**src/rtl/bpu_update_scheduler.sv**
```systemverilog
// bpu_update_scheduler: merges the two commit lanes, in program order, into a
// small update queue for the gshare PHT and issues one update per cycle. It also
// sequences the full-table initialisation sweep after reset or a clear request.
//
// state | meaning
// SWEEP | writing the reset value to every PHT index; no updates issued
// RUN   | accepting commits, issuing one queued update per cycle
// DRAIN | clear requested; commits blocked, queue emptied before the next sweep
module bpu_update_scheduler #(
    parameter int PC_WIDTH       = 32,
    parameter int PHT_DEPTH_EXP2 = 10,
    parameter int QUEUE_DEPTH    = 4
) (
    input  logic                      clk,
    input  logic                      rst,
    input  logic                      commit0_valid_i,
    input  logic [PC_WIDTH:0]         commit0_info_i,
    input  logic                      commit1_valid_i,
    input  logic [PC_WIDTH:0]         commit1_info_i,
    output logic                      commit_ready_o,
    input  logic                      clear_i,
    output logic                      update_valid_o,
    output logic [PC_WIDTH:0]         update_instr_info_o,
    output logic                      sweep_valid_o,
    output logic [PHT_DEPTH_EXP2-1:0] sweep_index_o,
    output logic                      busy_o
);
    localparam int IW = PC_WIDTH + 1;
    localparam int PW = $clog2(QUEUE_DEPTH);
    localparam int CW = $clog2(QUEUE_DEPTH + 1);
    // Ready means at least two free slots, so a dual-lane push always fits.
    localparam logic [CW-1:0] READY_MAX = CW'(QUEUE_DEPTH - 2);

    typedef enum logic [1:0] {SWEEP, RUN, DRAIN} state_t;

    state_t                    state, state_nxt;
    logic [PHT_DEPTH_EXP2-1:0] sweep_idx, sweep_idx_nxt;
    logic [IW-1:0]             mem [QUEUE_DEPTH];
    logic [PW-1:0]             rd_ptr, wr_ptr, wr_ptr_p1;
    logic [CW-1:0]             count;
    logic                      push0, push1, pop;
    logic [1:0]                n_push;

    // Handshake, issue and sweep outputs decode registered state only.
    always_comb begin
        commit_ready_o      = (state == RUN) && (count <= READY_MAX);
        pop                 = (count != '0) && (state != SWEEP);
        update_valid_o      = pop;
        update_instr_info_o = (count != '0) ? mem[rd_ptr] : '0;
        sweep_valid_o       = (state == SWEEP);
        sweep_index_o       = sweep_idx;
        busy_o              = (state != RUN);
        push0               = commit_ready_o && commit0_valid_i;
        push1               = commit_ready_o && commit1_valid_i;
        n_push              = {1'b0, push0} + {1'b0, push1};
        wr_ptr_p1           = wr_ptr + PW'(1);
    end

    // Next-state and sweep index sequencing.
    always_comb begin
        state_nxt     = state;
        sweep_idx_nxt = sweep_idx;
        case (state)
            SWEEP: begin
                if (clear_i) begin
                    sweep_idx_nxt = '0;
                end else if (&sweep_idx) begin
                    state_nxt     = RUN;
                    sweep_idx_nxt = '0;
                end else begin
                    sweep_idx_nxt = sweep_idx + 1'b1;
                end
            end
            RUN: begin
                if (clear_i) state_nxt = DRAIN;
            end
            DRAIN: begin
                if (count == '0) begin
                    state_nxt     = SWEEP;
                    sweep_idx_nxt = '0;
                end
            end
            default: begin
                state_nxt     = SWEEP;
                sweep_idx_nxt = '0;
            end
        endcase
    end

    // State register; reset starts a fresh sweep.
    always_ff @(posedge clk or posedge rst) begin
        if (rst) begin
            state     <= SWEEP;
            sweep_idx <= '0;
        end else begin
            state     <= state_nxt;
            sweep_idx <= sweep_idx_nxt;
        end
    end

    // Queue pointers and occupancy; reset discards anything queued.
    always_ff @(posedge clk or posedge rst) begin
        if (rst) begin
            rd_ptr <= '0;
            wr_ptr <= '0;
            count  <= '0;
        end else begin
            wr_ptr <= wr_ptr + PW'(n_push);
            if (pop) rd_ptr <= rd_ptr + PW'(1);
            count  <= count + CW'(n_push) - CW'(pop);
        end
    end

    // Queue storage: lane0 takes the first free slot, lane1 the next one.
    always_ff @(posedge clk) begin
        if (push0) mem[wr_ptr] <= commit0_info_i;
        if (push1) mem[push0 ? wr_ptr_p1 : wr_ptr] <= commit1_info_i;
    end

endmodule

```
**config.mk**
```make
export PLATFORM = sky130hd
export DESIGN_NAME = bpu_update_scheduler
export DESIGN_NICKNAME = d
export VERILOG_FILES = /design/src/rtl/bpu_update_scheduler.sv
export SDC_FILE = /design/constraint.sdc
export NUM_CORES = 1
export LEC_CHECK = 0
export CORE_UTILIZATION = 41
export CTS_CLUSTER_DIAMETER = 120
export DETAILED_ROUTE_END_ITERATION = 16
export REMOVE_ABC_BUFFERS = 1
export SLEW_MARGIN = 20
export SYNTH_ARGS = -nofsm -noshare
export SYNTH_HDL_FRONTEND = slang
export SYNTH_SLANG_ARGS = --single-unit
```
**constraint.sdc**
```tcl
create_clock -name clk -period 3.52 [get_ports clk]
set_input_delay 0.352 -clock clk [delete_from_list [all_inputs] [get_ports clk]]
set_output_delay 0.352 -clock clk [all_outputs]
set_load 0.02 [all_outputs]
```
==> key figures <==
Final layout
  • Fillers: 1,539
  • Footprint of the flip-flops and latches: 4440 µm²
  • Number of diodes: 0
  • Layout cells sized above 1: 0.201
  • Area grow syn2layout: 27.5%
  • Number of nets in the layout: 732
  • Multi-input gate area: 3200 µm²
  • Count of non-filler cells in the finished layout: 897

STA
  • Final hold viol count: 0
  • Fmax: 347 MHz
  • Worst-case clock skew: 0.00780 ns
  • Least-Margin Pin Slew: 1.12 ns
  • Worst relative slew slack: 0.253
  • Number of setup violations in the final report: 0
  • Unrepaired setup endpoints after global routing: false
  • Time the final worst path needs with I/O delays and setup: 2.88 ns
  • Final count of pins violating max slew: 0
  • Portion of the clock cycle consumed by the worst path in the final layout: 0.819
  • Hold Slack: between 0.3 and 0.4 ns

Synthesis
  • Mapped Cells: 535
  • Post-Syn Area: 7830 µm²
  • EDFF count, synth: between 100 and 150
  • Most used flip-flop cell after synthesis: edfxtp_1
  • Number of distinct standard cells referenced by the synthesized netlist: 43
  • YS warnings: 0
  • Yosys reg bits: 151
  • FFs w/ async S/R, synth: 0.126
  • Synthesized area per cell: 14.6 µm²
  • Sequential cell area fraction in the yosys report: 0.567

Clock tree
  • Clock transition at path regs: 0.06 ns
  • Worst-case clock buffer depth: 2
  • H-tree levels: 4
  • Hold_buf cts: 0
  • Clock buffers created by TritonCTS: 17
  • Clock sinks: 151
  • Root buffer selected by CTS: clkbuf_16
  • CTS tree: yes
  • Later-pin clock latency in the skew report: 0.42 ns
  • Post-CTS Setup Repair Bufs: 0
  • # resized after CTS: 0

Critical path
  • Setup crit end kind: output port
  • Type of the worst setup path: reg2out
  • Worst setup SP type: register
  • Required time worst endpoint: 3.17 ns
  • Worst endpoint data arrival time: 2.53 ns
  • WP buf/inv: 2
  • Critical register-to-register path startpoint: state[0]$_DFFE_PP0P_
  • Ordered list of cells on the worst path: buf_4 > mux4_2 > and2_1 > clkdlybuf4s50_1
  • Setup slack, reg-to-reg: 0.67 ns
  • Family of cells with the greatest summed delay on the critical path: buffers and inverters
  • Number of cells on the worst reg-to-reg path: 6
  • Worst-path fanout max: 18
  • Slowest cell on the critical path: dfrtp_2
  • Slowest cell delay on critical path: approximately 0.72 ns
  • Worst r2r dst: mem[1][22]$_DFFE_PP_

Routing
  • Detailed Routing Iterations Pass 1: 5
  • Via density per instance: a little under 6
  • Antenna violation net count after detailed routing: 0
  • Residual DRC count: 0
  • Detailed router's first-iteration violation count: 303
  • Total Routed Length: 20,600 µm
  • Routed vias: approximately 5,300
  • Detail-routed net length per standard cell: 23.0 µm

GRT
  • Wire length of the first global-routing pass: around 32,000 µm
  • Aggregate global-route resource usage: 0.218
  • Pin count of the biggest net entering global routing: 37
  • Antenna violations before repair: 0
  • Overflow left after global routing: 0
  • Via count of the first global-routing pass: 5,675

Run
  • Max-cap violation count: 0

Power
  • Total power: between 6 and 7 mW
  • Clock Power Share: 0.313
  • Leak Pwr: 3.37 nW
  • Switching power: ~1.9 mW
  • Proportion of power drawn by combinational gates: 0.346
  • Switching part of the total power: 0.306
  • Sequential share of power: 0.341
  • Power density normalized to cell area: 616 nW/µm²
  • Internal power: 4.27 mW
  • Maximum VDD drop: 351 µV

Placed design
  • Buffers on Ports: approximately 120
  • Detail Placement HPWL: around 12,000 µm
  • Placer's final routability congestion estimate: about 0.84
  • Post-placement cell count: 865

Floorplanning
  • Number of rows in the core area: 50
  • Die height: approximately 140 µm
  • Core Box Area: 18,700 µm²
  • Initial Util: 0.419
  • Ports placed on the boundary: 118
  • Floorplan die area: 19,700 µm²
  • Chip width: 140 µm

Outcome
  • Status: completed

Min path
  • Worst min path class: in2async
Yosys cell counts, types with 4 or more instances:
master,instances,share of area
edfxtp_1,132,0.51
o2bb2ai_1,99,0.11
nand2_1,47,0.023
and2_1,33,0.026
mux4_2,33,0.095
mux2_4,29,0.056
dfrtp_1,19,0.061
clkbuf_1,18,0.0086
buf_2,17,0.011
inv_1,11,0.0053
nor2_1,11,0.0053
ha_1,10,0.016
a21oi_1,6,0.0038
o21ai_0,6,0.0038
mux2_2,5,0.0072
nand3_1,5,0.0032
or3_1,5,0.0040
nor3_1,4,0.0026
xnor2_1,4,0.0045
per-layer routing:
layer / vias to the layer above / GRT usage / share of wire
met4: 0 / 0.0671 / 0.016
met1: 2711 / 0.275 / 0.41
met5: - / 0 / 0
met3: 30 / 0.0612 / 0.078
met2: 216 / 0.364 / 0.49
li1: 2387 / - / -
per-stage QoR:
| stage | area, µm² | setup WS, ns | utilization | setup TNS (ns) |
|---|---|---|---|---|
| finish | 9990 | 0.637 | 0.534 | 0 |
| global route | 9990 | 0.438 | 0.534 | 0 |
| CTS | 9990 | 0.603 | 0.534 | 0 |
| detailed placement | 9360 | 0.577 | 0.500 | 0 |
| global placement | 9360 | 0.650 | 0.500 | 0 |
| floorplan | 7610 | -0.326 | - | -32.97 |
worst max-delay path by stage:
stage / startpoint / to / slack [ns] / cells after the start
detailed placement: commit0_valid_i / count[2]$_DFF_PP0_ / 0.58 / 12
finish: rd_ptr[1]$_DFFE_PP0P_ / update_instr_info_o[23] / 0.64 / 4
global route: state[0]$_DFFE_PP0P_ / count[2]$_DFF_PP0_ / 0.44 / 11
CTS: rd_ptr[1]$_DFFE_PP0P_ / update_instr_info_o[23] / 0.60 / 4
floorplan: state[0]$_DFFE_PP0P_ / mem[0][0]$_DFFE_PP_ / -0.33 / 4
global placement: commit0_valid_i / count[2]$_DFF_PP0_ / 0.65 / 12
power by group through the flow:
stage / logic [mW] / clock network [mW] / registers, mW
floorplan: 1.12 / 0 / 2.21
global placement: 2.13 / 0 / 2.14
detailed placement: 2.15 / 0 / 2.14
CTS: 2.15 / 1.95 / 2.10
global route: 2.27 / 2.02 / 2.11
finish: 2.13 / 1.92 / 2.10
cells in the final DEF (no fill, tap or decap), types with 3 or more instances in the layout:
cell | synthesis | layout
buf_12 | 3 | 6
and2_1 | 33 | 33
o2bb2ai_1 | 99 | 99
nand2_1 | 47 | 44
o21ai_4 | 0 | 3
nand3_1 | 5 | 5
clkdlybuf4s50_1 | 0 | 117
xnor2_1 | 4 | 4
a21oi_1 | 6 | 6
bufinv_16 | 0 | 4
nor2_4 | 0 | 3
nor2_1 | 11 | 8
mux2_4 | 29 | 29
o21ai_0 | 6 | 6
edfxtp_1 | 132 | 132
a311oi_1 | 3 | 3
clkinv_4 | 0 | 5
nand2_2 | 0 | 3
a22o_1 | 3 | 3
mux4_2 | 33 | 33
ha_1 | 10 | 10
clkbuf_16 | 0 | 17
nor3_1 | 4 | 4
nor4_1 | 3 | 3
or3_1 | 5 | 5
inv_1 | 11 | 11
dfrtp_1 | 19 | 17
mux2_2 | 5 | 5
buf_4 | 0 | 13
sequential cells by signal, summed over array words and instances, names as in the netlist:
name / count
count: 3
mem: 132
rd_ptr: 2
state: 2
sweep_index_o: 10
wr_ptr: 2
cell families after synthesis:
group,synth area share
buffers and inverters,0.0335
flip-flops,0.567
XOR/XNOR,0.00671
AND/OR/NAND/NOR,0.0767
multiplexers,0.158
AO/OA/AOI/OAI,0.140
adder cells (fa/ha/maj),0.0185
layout make-up:
type                            count  share of cell area
Sequential cell                   151               0.445
Multi-Input combinational cell    333               0.320
Timing Repair Buffer              136               0.139
Clock buffer                       17              0.0426
Tap cell                          234              0.0293
Clock inverter                     15              0.0203
Inverter                           11             0.00413
Note: power is estimated with default switching activity, not from simulation.
